===== config.mk =====
export PLATFORM = sky130hd
export DESIGN_NAME = inst_fetch_unit
export DESIGN_NICKNAME = d
export VERILOG_FILES = /design/src/rtl/fetch_pkg.sv /design/src/rtl/fetch_buf.sv /design/src/rtl/inst_fetch_unit.sv
export SDC_FILE = /design/constraint.sdc
export NUM_CORES = 1
export LEC_CHECK = 0
export ABC_CLOCK_PERIOD_IN_PS = 4230
export CAP_MARGIN = 20
export CORE_UTILIZATION = 30
export DETAILED_ROUTE_END_ITERATION = 7
export PLACE_DENSITY = 0.49
export REMOVE_ABC_BUFFERS = 1
export SLEW_MARGIN = 25
export SYNTH_ARGS = -nofsm -noshare
export SYNTH_HDL_FRONTEND = slang
export SYNTH_HIERARCHICAL = 1
export SYNTH_SLANG_ARGS = --single-unit

===== constraint.sdc =====
create_clock -name clk -period 4.23 [get_ports clk]
set_input_delay 0.6345 -clock clk [delete_from_list [all_inputs] [get_ports clk]]
set_output_delay 0.6345 -clock clk [all_outputs]
set_load 0.03 [all_outputs]

===== src/rtl/fetch_pkg.sv =====
// Shared types and constants for the instruction fetch unit.
package fetch_pkg;

  typedef enum logic [1:0] {
    StBoot,
    StIdle,
    StRun
  } fetch_state_e;

  localparam int unsigned PC_STEP   = 4;
  localparam int unsigned BUF_DEPTH = 2;
  localparam int unsigned CNT_W     = $clog2(BUF_DEPTH + 1);

endpackage


===== src/rtl/fetch_buf.sv =====
// Two-entry in-order skid buffer holding fetched {instruction, pc} pairs for decode.
module fetch_buf
  import fetch_pkg::*;
#(
  parameter int unsigned N = 32
) (
  input  logic             clk,
  input  logic             rst_n,
  input  logic             push,
  input  logic [N-1:0]     push_inst,
  input  logic [N-1:0]     push_pc,
  input  logic             pop,
  input  logic             flush,
  output logic [CNT_W-1:0] count,
  output logic [N-1:0]     inst,
  output logic [N-1:0]     inst_pc,
  output logic             inst_valid
);

  logic [CNT_W-1:0] count_q;
  logic [N-1:0]     head_inst_q, head_pc_q;
  logic [N-1:0]     tail_inst_q, tail_pc_q;

  always_ff @(posedge clk or negedge rst_n) begin
    if (!rst_n) begin
      count_q     <= '0;
      head_inst_q <= '0;
      head_pc_q   <= '0;
      tail_inst_q <= '0;
      tail_pc_q   <= '0;
    end else if (flush) begin
      count_q <= '0;
    end else begin
      unique case ({push, pop})
        2'b10: begin
          if (count_q == '0) begin
            head_inst_q <= push_inst;
            head_pc_q   <= push_pc;
          end else begin
            tail_inst_q <= push_inst;
            tail_pc_q   <= push_pc;
          end
          count_q <= count_q + CNT_W'(1);
        end
        2'b01: begin
          head_inst_q <= tail_inst_q;
          head_pc_q   <= tail_pc_q;
          count_q     <= count_q - CNT_W'(1);
        end
        2'b11: begin
          // Occupancy is unchanged; the new word lands behind whatever remains.
          if (count_q == CNT_W'(1)) begin
            head_inst_q <= push_inst;
            head_pc_q   <= push_pc;
          end else begin
            head_inst_q <= tail_inst_q;
            head_pc_q   <= tail_pc_q;
            tail_inst_q <= push_inst;
            tail_pc_q   <= push_pc;
          end
        end
        default: ;
      endcase
    end
  end

  assign count      = count_q;
  assign inst_valid = (count_q != '0);
  assign inst       = inst_valid ? head_inst_q : '0;
  assign inst_pc    = inst_valid ? head_pc_q : '0;

endmodule


===== src/rtl/inst_fetch_unit.sv =====
// Instruction fetch: owns the PC, tracks the one-cycle memory latency and feeds decode
// through a two-entry skid buffer, with redirect/flush and a fetch-enable pause.
module inst_fetch_unit
  import fetch_pkg::*;
#(
  parameter int unsigned  N        = 32,
  parameter logic [N-1:0] RESET_PC = '0
) (
  input  logic         clk,
  input  logic         rst_n,
  input  logic         fetch_en,
  output logic [N-1:0] mem_adr,
  input  logic [N-1:0] mem_data,
  output logic [N-1:0] inst,
  output logic [N-1:0] inst_pc,
  output logic         inst_valid,
  input  logic         inst_ready,
  input  logic         redirect_valid,
  input  logic [N-1:0] redirect_pc
);

  fetch_state_e     state_q;
  logic [N-1:0]     issue_pc_q;
  logic [N-1:0]     inflight_pc_q;
  logic             inflight_q;
  logic [CNT_W-1:0] count;
  logic [CNT_W:0]   demand;
  logic             pop, push, issue;
  logic             unused_redirect_lsbs;

  assign unused_redirect_lsbs = ^redirect_pc[1:0];

  assign pop  = inst_valid & inst_ready;
  assign push = inflight_q & ~redirect_valid;

  // Occupancy the buffer would have after this edge if nothing new were issued.
  assign demand = {1'b0, count} + (CNT_W + 1)'(inflight_q) - (CNT_W + 1)'(pop);
  assign issue  = (state_q == StRun) && !redirect_valid &&
                  (demand < (CNT_W + 1)'(BUF_DEPTH));

  assign mem_adr = issue_pc_q;

  always_ff @(posedge clk or negedge rst_n) begin
    if (!rst_n) begin
      state_q       <= StBoot;
      issue_pc_q    <= RESET_PC;
      inflight_q    <= 1'b0;
      inflight_pc_q <= '0;
    end else begin
      unique case (state_q)
        StBoot:  state_q <= fetch_en ? StRun : StIdle;
        StRun:   if (!fetch_en) state_q <= StIdle;
        StIdle:  if (fetch_en) state_q <= StRun;
        default: state_q <= StBoot;
      endcase

      if (redirect_valid) begin
        // The word returning next cycle belongs to the old path and is dropped.
        inflight_q <= 1'b0;
        issue_pc_q <= {redirect_pc[N-1:2], 2'b00};
      end else if (issue) begin
        inflight_q    <= 1'b1;
        inflight_pc_q <= issue_pc_q;
        issue_pc_q    <= issue_pc_q + N'(PC_STEP);
      end else begin
        inflight_q <= 1'b0;
      end
    end
  end

  fetch_buf #(
    .N(N)
  ) u_buf (
    .clk       (clk),
    .rst_n     (rst_n),
    .push      (push),
    .push_inst (mem_data),
    .push_pc   (inflight_pc_q),
    .pop       (pop),
    .flush     (redirect_valid),
    .count     (count),
    .inst      (inst),
    .inst_pc   (inst_pc),
    .inst_valid(inst_valid)
  );

endmodule


Word-level counts from Yosys, hierarchy flattened
Cells that the tools add are included.

storage, ports and cells
  input port bits = 69
  flip-flop bits (word level) = 197

operators by class
  reductions and logical operators = 14
  mux-type cells = 24
  $add $sub $neg = 5
  equal/unequal tests = 11
  bitwise logic cells = 3
  order comparisons = 1

operators with widths
  cell                   count
  $mux 32                12
  $pmux 32 s3            2
  $pmux 32 s2            2
  $add 32x3->32 const B  1
  $mux 2                 4
  $ne 2x2->1 const B     4
  $eq 2x1->1 const B     3
  $eq 2x2->1 const B     3
  $pmux 2 s3             1
  $reduce_bool 2->1      3
  $reduce_bool 3->1      2
  $logic_not 2->1        2
  $pmux 2 s2             1
  $reduce_and 2->1       2
  $reduce_and 4->1       1
  $add 2x1->3            1
  $lt 3x2->1 const B     1
  $reduce_and 3->1       1
  $sub 3x1->3            1
  $add 2x1->2 const B    1
  $and 1x1->1            2
  $logic_and 1x1->1      2
  $mux 1                 2
  $ne 2x1->1 const B     1
  other kinds (3)        3

Longest topological paths before layout
Gate-level depths: netlist of the first run.

  depth in word-level cells = 7
  mapped depth = 14

By module
The synthesis of the first run kept the hierarchy.

modules (own cells, without submodules)
  module           area each (µm²)  instances  sequential area each (µm²)  cells each
  fetch_buf        6527.5           1          3253.1                      433
  inst_fetch_unit  3154.3           1          1576.5                      347

Worst setup path after synthesis of the first run
Ideal clock, no wire load.

  kind = flip-flop to flip-flop
  start point = reg u_buf.count_q[1] (netlist: u_buf/count[1])
  end point = reg issue_pc_q[26] (netlist: mem_adr[26])
  period minus slack after synthesis = 3.315 ns
  cell stages (with the launch flop) = 13
  setup time = 0.124 ns
  setup slack = 0.915 ns
  data arrival time = 3.192 ns
  path through = dfrtp_1 inv_1 ha_1 inv_1 and2_1 ha_1 nand2b_1 fa_1 nand4bb_1 or2_2 buf_6 o311a_1 a211o_1

on the way
  cells in the longest elaborated chain, start to end = 6
  elaborated cells on any way between the ends = 7
  classes of those cells = 2 x add/sub; 1 x order compare; 1 x bitwise; 3 x reduce/logical

ends and longest elaborated chain
  item                         line                   source
  from (decl)                  fetch_buf.sv:20        logic [CNT_W-1:0] count_q;
  from (signal assigned)       fetch_buf.sv:43        count_q <= count_q + CNT_W'(1);
  from (signal assigned)       fetch_buf.sv:48        count_q <= count_q - CNT_W'(1);
  $reduce_bool 2->1            fetch_buf.sv:68        assign inst_valid = (count_q != '0);
  named net inst_valid         inst_fetch_unit.sv:16  output logic inst_valid,
  $and 1x1->1                  inst_fetch_unit.sv:33  assign pop = inst_valid & inst_ready;
  named net pop                inst_fetch_unit.sv:28  logic pop, push, issue;
  $sub 3x1->3                  inst_fetch_unit.sv:37  assign demand = {1'b0, count} + (CNT_W + 1)'(inflight_q) - (CNT_W + 1)'(pop);
  $lt 3x2->1                   inst_fetch_unit.sv:39  (demand < (CNT_W + 1)'(BUF_DEPTH));
  $logic_and 1x1->1            inst_fetch_unit.sv:38  assign issue = (state_q == StRun) && !redirect_valid &&
  $reduce_bool 2->1 (no line)  -
  to (signal assigned)         inst_fetch_unit.sv:60  issue_pc_q <= {redirect_pc[N-1:2], 2'b00};
  to (signal assigned)         inst_fetch_unit.sv:64  issue_pc_q <= issue_pc_q + N'(PC_STEP);
  to (decl)                    inst_fetch_unit.sv:23  logic [N-1:0] issue_pc_q;

The timed path passes the listed nets, and every way through them passes these cells.
A chain may end at the register's enable or synchronous reset.

Worst setup path after layout of the first run
  start point = reg u_buf.count_q[1] (netlist: u_buf/count[1])
  end point = reg issue_pc_q[8] (netlist: mem_adr[8])

on the way
  cells in the longest elaborated chain, start to end = 6
  elaborated cells on any way between the ends = 7
  classes of those cells = 2 x add/sub; 1 x order compare; 1 x bitwise; 3 x reduce/logical

ends and longest elaborated chain
  item                         line
  $reduce_bool 2->1            fetch_buf.sv:68
  $and 1x1->1                  inst_fetch_unit.sv:33
  named net pop                inst_fetch_unit.sv:28
  $sub 3x1->3                  inst_fetch_unit.sv:37
  $lt 3x2->1                   inst_fetch_unit.sv:39
  $logic_and 1x1->1            inst_fetch_unit.sv:38
  $reduce_bool 2->1 (no line)  -

The timed path passes the listed nets, and every way through them passes these cells.

==> Implementation_results.wiki, run 1 <==
{| class="wikitable"
! Metric !! Value
|-
| Most frequent cells in the layout || dfrtp_1 (193), clkdlybuf4s50_1 (159), mux2_2 (120), nand2_1 (109), mux2_4 (70)
|-
| Max Fclk || 287 MHz
|-
| Delay of the slowest cell on the worst path || 490 ps
|-
| Number of clock buffers inserted by TritonCTS || 17
|-
| Port Buf Inserts || 161
|-
| Vias in the first global route || 6,526
|-
| Most common cell type on the critical path || inv_1
|-
| Post-Route Hold Slack || 271 ps
|-
| Share of post-route cells with drive strength above 1 || 26.7%
|-
| Width of the chip || 182 um
|-
| Worst-path maximum fanout || 38
|-
| Number of H-tree branching levels || 4
|-
| Kind of end point of the critical path || flip-flop
|-
| Max_cap viols || 0
|-
| Overall via count from detail_route || 6,275
|-
| Required time of the critical path || 4560 ps
|-
| Total DRC errors in the routed layout || 0
|-
| Total leakage power || 5.42 nW
|-
| Total length of routed wires || 23.8 mm
|-
| Avg Vias per Cell || 4.67
|-
| Yosys warning total || 6
|-
| Later-pin clock latency in the skew report || 440 ps
|-
| Clock slew at reported path FFs || 80 ps
|-
| Combined area of all synthesized cells || 9680 um2
|-
| Antenna cell count || 0
|-
| Wire length of the first global-routing pass || 37.9 mm
|-
| Area added between synthesis and finish || 26.2%
|-
| Final RePlAce weighted congestion || 0.727
|-
| Total grt overflow || 0
|-
| Most common cell after layout, fill and taps aside || dfrtp_1
|-
| Post-synth EDFFs || 0
|-
| Final worst path period share || 82.4%
|-
| Placed Area || 11,600 um2
|-
| Most common flop cell mapped by yosys || dfrtp_1
|-
| Number of standard-cell rows in the floorplan || 65
|-
| WL per Instance || 17.7 um
|-
| WP buf/inv || 4
|-
| Number of gates resized after CTS || 0
|-
| Number of nets in the layout || 1,005
|-
| Initial antenna violation count || 0
|-
| Pin count of the biggest net entering global routing || 87
|-
| RSZ-0062 raised after global routing || false
|-
| Maximum buffer depth of the clock tree || 2
|-
| Iteration count of the initial detailed-routing pass || 4
|-
| Drt first-iter violations || 259
|-
| Instance count of the mapped netlist || 780
|-
| Share of flip-flops with an asynchronous set or reset after synthesis || 100%
|-
| Startpoint-to-endpoint class of the critical path || reg2reg
|-
| Antenna violation net count after detailed routing || 0
|-
| Max-slew headroom at the worst pin || 39.7%
|-
| Cell area after layout || 12,200 um2
|-
| Average footprint of a synthesized cell || 12.4 um2
|-
| Die Height || 182 um
|-
| Shortest period the worst path allows || 3490 ps
|-
| Post-synthesis register bit count || 193
|-
| Floorplan die area || 33,000 um2
|-
| Cell-by-cell trace of the critical path || inv_1 > ha_4 > inv_1 > and2_1 > ha_1 > nand2b_1 > fa_1 > nand4bb_1 > or2_2 > inv_1 > buf_12 > nand4_1 > mux2i_1 > a21o_1
|-
| Slowest stage cell, crit path || fa_1
|-
| CTS tree || built
|-
| Number of distinct standard cells referenced by the synthesized netlist || 61
|-
| Setup-violating endpoint count in the final report || 0
|-
| Clock skew || 10.4 ps
|-
| Result of the run || complete, no violations
|-
| Count of pins on the block boundary || 166
|-
| Part of the Yosys area used for sequential elements || 49.9%
|-
| Cell at the root of the clock tree || clkbuf_16
|-
| DP Wirelength || 14.7 mm
|-
| CP arrival || 3820 ps
|-
| Count of clock tree sinks || 193
|-
| Starting density of the core || 30.6%
|-
| Worst supply voltage drop on vdd || 0.000316 V
|-
| Pin slew with the least headroom to its limit || 902 ps
|-
| # hold bufs at CTS || 0
|-
| Global Route Usage Sum || 14.9%
|-
| Classification of the worst-slack hold path || in2async
|-
| Post-CTS setup buffers || 0
|-
| Final Max Tran Viols || 0
|-
| Power density cells || 644 nW/um2
|-
| Cell family contributing the most delay on the critical path || simple AND/OR/NAND/NOR gates
|-
| Kind of start point of the critical path || flip-flop
|-
| Filler cell count || 3,081
|-
| Placeable core region || 31,600 um2
|-
| Total count of hold-check failures in the final report || 0
|}
routing by layer:
| layer | up-vias | share of wire [%] | GRT usage [%] |
|---|---|---|---|
| met1 | 3095 | 47 | 20.3 |
| met4 | 0 | 0.82 | 3.08 |
| met3 | 15 | 5.0 | 3.69 |
| met5 | - | 0 | 0 |
| li1 | 3019 | - | - |
| met2 | 146 | 47 | 24.0 |
stage by stage:
stage	TNS (ps)	cells	setup WS, ps	total power, mW	utilization, %
global placement	0	1313	284	6.21	36.7
CTS	0	1345	704	8.02	38.6
detailed placement	0	1313	517	6.26	36.7
floorplan	-88250	738	-1710	5.11	-
global route	0	1345	441	8.39	38.6
finish	0	1345	744	7.87	38.6
sequential cells by signal (all words and copies together) (netlist names):
| register | cells |
|---|---|
| inflight_pc_q | 30 |
| inflight_q | 1 |
| mem_adr | 30 |
| state_q | 2 |
| u_buf/count | 2 |
| u_buf/head_inst_q | 32 |
| u_buf/head_pc_q | 32 |
| u_buf/tail_inst_q | 32 |
| u_buf/tail_pc_q | 32 |
kinds of logic (layout without fill, tap and decap cells):
group / count (synthesis) / after routing / share of synthesized area (%)
AOI/OAI and AO/OA: 65 / 65 / 5.05
xor gates and xnor gates: 8 / 8 / 0.724
adders and majority gates: 6 / 6 / 0.853
buffers and inverters: 60 / 218 / 4.45
DFF: 193 / 193 / 49.9
muxes: 197 / 197 / 25.6
other: 1 / 6 / 0.0387
and+or+nand+nor: 250 / 250 / 13.4
Yosys cell counts, types with 4 or more instances:
master / count / area share [%]
nor4_1: 4 / 0.26
a21oi_1: 8 / 0.41
a221o_1: 4 / 0.41
nand4_1: 10 / 0.65
xor2_1: 4 / 0.36
buf_4: 8 / 0.62
mux2_2: 120 / 14
mux2i_1: 5 / 0.52
xnor2_1: 4 / 0.36
o21ai_0: 18 / 0.93
o211ai_1: 8 / 0.62
and3_1: 9 / 0.58
nand2_1: 109 / 4.2
nand3_1: 21 / 1.1
nor2b_1: 66 / 4.3
a22oi_1: 4 / 0.31
nor2_1: 13 / 0.50
inv_1: 12 / 0.47
buf_6: 15 / 1.7
ha_1: 5 / 0.65
dfrtp_1: 193 / 50
clkbuf_1: 15 / 0.58
mux2_4: 70 / 11
final cells by class:
type / count / area [um2] / share of cell area, %
clock inverter: 15 / 194 / 1.59
tap: 402 / 503 / 4.12
sequential: 193 / 4830 / 39.5
timing repair buffer: 173 / 1760 / 14.4
multi-input combinational: 532 / 4460 / 36.5
clock buffer: 17 / 425 / 3.48
inverter: 13 / 48.8 / 0.399
report_power, final:
group | leakage [nW] | switching, mW | internal, mW | total [mW]
Clock | 0.302 | 0.809 | 0.906 | 1.72
Sequential | 2.48 | 0.444 | 2.55 | 2.99
Combinational | 2.64 | 1.51 | 1.65 | 3.17
Total | 5.42 | 2.77 | 5.11 | 7.87
worst register-to-register path: stages (launching register included):
cell	delay, ps
dfrtp_1	440
inv_1	170
ha_4	150
inv_1	70
and2_1	190
ha_1	260
nand2b_1	150
fa_1	490
nand4bb_1	200
or2_2	390
inv_1	130
buf_12	240
nand4_1	170
mux2i_1	170
a21o_1	160
path summary, 6_finish.rpt:
check	from	slack, ps	to	cells past startpoint
max in group asynchronous	rst_n	2940	u_buf/head_pc_q[25]	2
min in group clk	state_q[0]	460	state_q[0]	1
setup / recovery	u_buf/count[1]	740	mem_adr[8]	14
setup reg to reg	u_buf/count[1]	740	mem_adr[8]	14
hold / removal	rst_n	270	u_buf/head_inst_q[25]	1
hold reg to reg	state_q[0]	460	state_q[0]	1
Note: power is estimated with default switching activity, not from simulation.
==> inputs of run 2 (changes only) <==
--- a/config.mk
+++ b/config.mk
@@ -5,11 +5,11 @@
 export SDC_FILE = /design/constraint.sdc
 export NUM_CORES = 1
 export LEC_CHECK = 0
-export ABC_CLOCK_PERIOD_IN_PS = 4230
+export ABC_CLOCK_PERIOD_IN_PS = 2850
 export CAP_MARGIN = 20
 export CORE_UTILIZATION = 30
 export DETAILED_ROUTE_END_ITERATION = 7
-export PLACE_DENSITY = 0.49
+export PLACE_DENSITY = 0.51
 export REMOVE_ABC_BUFFERS = 1
 export SLEW_MARGIN = 25
 export SYNTH_ARGS = -nofsm -noshare
==> constraint.sdc (replaced) <==
create_clock -name clk -period 2.85 [get_ports clk]
set_input_delay 0.4275 -clock clk [delete_from_list [all_inputs] [get_ports clk]]
set_output_delay 0.4275 -clock clk [all_outputs]
set_load 0.03 [all_outputs]
==> Implementation_results.wiki, run 2 (synthesis results as in run 1) <==
{| class="wikitable"
! Metric !! Value
|-
| RSZ-0062 raised after global routing || true
|-
| CP startpoint || u_buf/count[1]
|-
| Pin slew with the least headroom to its limit || 621 ps
|-
| Power density cells || 923 nW/um2
|-
| Number of clock buffers inserted by TritonCTS || 17
|-
| DP Wirelength || 16.3 mm
|-
| Post-route worst setup slack || 34.6 ps
|-
| Result of the run || complete, but fails checks
|-
| Placeable core region || 31,600 um2
|-
| Drt first-iter violations || 213
|-
| Wire length of the first global-routing pass || 38.5 mm
|-
| CP arrival || 3180 ps
|-
| Int Pwr || 7.75 mW
|-
| CTS tree || built
|-
| Count of clock tree sinks || 193
|-
| Number of standard-cell rows in the floorplan || 65
|-
| Total grt overflow || 0
|-
| Initial antenna violation count || 0
|-
| Cell at the root of the clock tree || clkbuf_16
|-
| Global Route Usage Sum || 15.1%
|-
| Violations in the final reports || negative hold slack
|-
| Share of post-route cells with drive strength above 1 || 34.0%
|-
| Most frequent cells in the layout || dfrtp_1 (193), clkdlybuf4s50_1 (151), mux2_2 (120), nand2_1 (105), mux2_4 (70)
|-
| Max_cap viols || 0
|-
| Clock skew || 11.1 ps
|-
| Reg-to-reg setup timing slack || 30 ps
|-
| Max-slew headroom at the worst pin || 58.3%
|-
| Relative contribution of the clock network to total power || 19.4%
|-
| M1 GR Usage || 20.5%
|-
| Avg Vias per Cell || 4.63
|-
| Overall via count from detail_route || 6,456
|-
| Number of nets in the layout || 1,055
|-
| WP buf/inv || 4
|-
| Cell family contributing the most delay on the critical path || adder cells
|-
| Die Height || 182 um
|-
| Later-pin clock latency in the skew report || 430 ps
|-
| Clock slew at reported path FFs || 80 ps
|-
| Total count of hold-check failures in the final report || 1
|-
| Total placed cells including tap cells || 1,352
|-
| Number of H-tree branching levels || 4
|-
| Starting density of the core || 30.6%
|-
| Final Max Tran Viols || 0
|-
| Max Fclk || 355 MHz
|-
| Post-layout total power || 12.0 mW
|-
| Vias in the first global route || 6,633
|-
| Termination of the worst setup path || mem_adr[24]
|-
| WL per Instance || 17.5 um
|-
| GR Layer Usage met3 || 2.97%
|-
| Antenna violation net count after detailed routing || 0
|-
| Pin count of the biggest net entering global routing || 68
|-
| Cells on worst reg2reg path || 13
|-
| Endpoint of the worst-slack reg-to-reg timing path || mem_adr[24]
|-
| Sequential share of power || 37.0%
|-
| Total DRC errors in the routed layout || 0
|-
| Count of pins on the block boundary || 166
|-
| Logic depth of the worst setup path including buffers || 13
|-
| # hold bufs at CTS || 0
|-
| Kind of start point of the critical path || flip-flop
|-
| Startpoint-to-endpoint class of the critical path || reg2reg
|-
| Total leakage power || 5.89 nW
|-
| Setup-violating endpoint count in the final report || 0
|-
| Slowest stage cell, crit path || fa_1
|-
| Filler cell count || 3,008
|-
| Cell-by-cell trace of the critical path || inv_2 > ha_4 > inv_2 > and2_4 > ha_4 > nand2b_4 > fa_1 > nand4bb_1 > or2_4 > buf_4 > buf_4 > o31a_2 > o21ai_2
|-
| Required time of the critical path || 3210 ps
|-
| Antenna cell count || 0
|-
| Iteration count of the initial detailed-routing pass || 4
|-
| RR Startpoint || u_buf/count[1]
|-
| Shortest period the worst path allows || 2820 ps
|-
| Post-Route Hold Slack || -0.272 ps
|-
| Post-Place Worst Slack || -473 ps
|-
| Delay of the slowest cell on the worst path || 500 ps
|-
| Total length of routed wires || 24.5 mm
|-
| Most common cell after layout, fill and taps aside || dfrtp_1
|-
| Final RePlAce weighted congestion || 0.769
|-
| Fin cells || 1,395
|-
| Area added between synthesis and finish || 34.1%
|-
| Net switching power || 4.23 mW
|-
| Met2 capacity usage during global routing || 24.4%
|-
| Width of the chip || 182 um
|-
| Classification of the worst-slack hold path || in2async
|-
| Worst-path maximum fanout || 7
|-
| Port Buf Inserts || 161
|-
| Maximum buffer depth of the clock tree || 2
|-
| Floorplan die area || 33,000 um2
|-
| Worst supply voltage drop on vdd || 0.000432 V
|-
| Final worst path period share || 98.8%
|-
| GR peak layer || met2
|-
| Kind of end point of the critical path || flip-flop
|-
| Switching part of the total power || 35.3%
|-
| Combinational power share || 43.5%
|}
[run 2: how the worst min path moves through the flow]
| stage | end | depth (start not counted) | start |
|---|---|---|---|
| floorplan | inflight_pc_q[10] | 0 | rst_n |
| global placement | state_q[0] | 1 | state_q[0] |
| detailed placement | u_buf/head_inst_q[0] | 1 | u_buf/head_inst_q[0] |
| CTS | u_buf/tail_inst_q[13] | 1 | rst_n |
| global route | u_buf/tail_inst_q[13] | 1 | rst_n |
| finish | u_buf/tail_inst_q[13] | 1 | rst_n |
[run 2: timing repair]
item                       4_1_cts  5_1_grt
buffers inserted                 4        5
cloned                           0        2
pin swaps                        3       24
setup endpoints to repair      120       39
resized for setup               14       81
[run 2: per-layer routing]
metal  part of all wire [%]  routed length, um
met3                    3.7                913
met4                   0.76                187
met1                     48              11900
met5                      0                  0
met2                     47              11500
[run 2: cell type report]
type / count / area (um2) / share of cell area, %
clock buffers: 18 / 439 / 3.38
flip-flops and latches: 193 / 4830 / 37.2
clock inverters: 14 / 123 / 0.945
repair buffers: 223 / 2330 / 18.0
well taps: 402 / 503 / 3.88
multi-input cells: 532 / 4700 / 36.2
inverters: 13 / 53.8 / 0.414
[run 2: through the flow]
step	area (um2)	hold WS, ps	TNS [ps]	utilization (%)
after floorplan	9320	132	-339120	-
after global placement	12000	455	-17250	37.8
after detailed placement	12000	471	-17240	37.8
after CTS	12600	11.9	0	39.8
after global routing	13000	16.9	-894	41.0
final	13000	-0.272	0	41.0
[run 2: power groups by stage]
stage	Sequential, mW	Combinational (mW)	Clock [mW]
floorplan	4.44	3.15	0
global placement	4.45	5.01	0
detailed placement	4.48	5.05	0
CTS	4.43	5.13	2.43
global route	4.59	5.61	2.52
finish	4.44	5.22	2.33
==> inputs of run 3 (changes only) <==
--- a/config.mk
+++ b/config.mk
@@ -11,7 +11,7 @@
 export DETAILED_ROUTE_END_ITERATION = 7
 export PLACE_DENSITY = 0.51
 export REMOVE_ABC_BUFFERS = 1
-export SLEW_MARGIN = 25
+export SLEW_MARGIN = 0
 export SYNTH_ARGS = -nofsm -noshare
 export SYNTH_HDL_FRONTEND = slang
 export SYNTH_HIERARCHICAL = 1
==> results of run 3 <==
The final DEF is identical to that of run 2; final timing and power are the same.
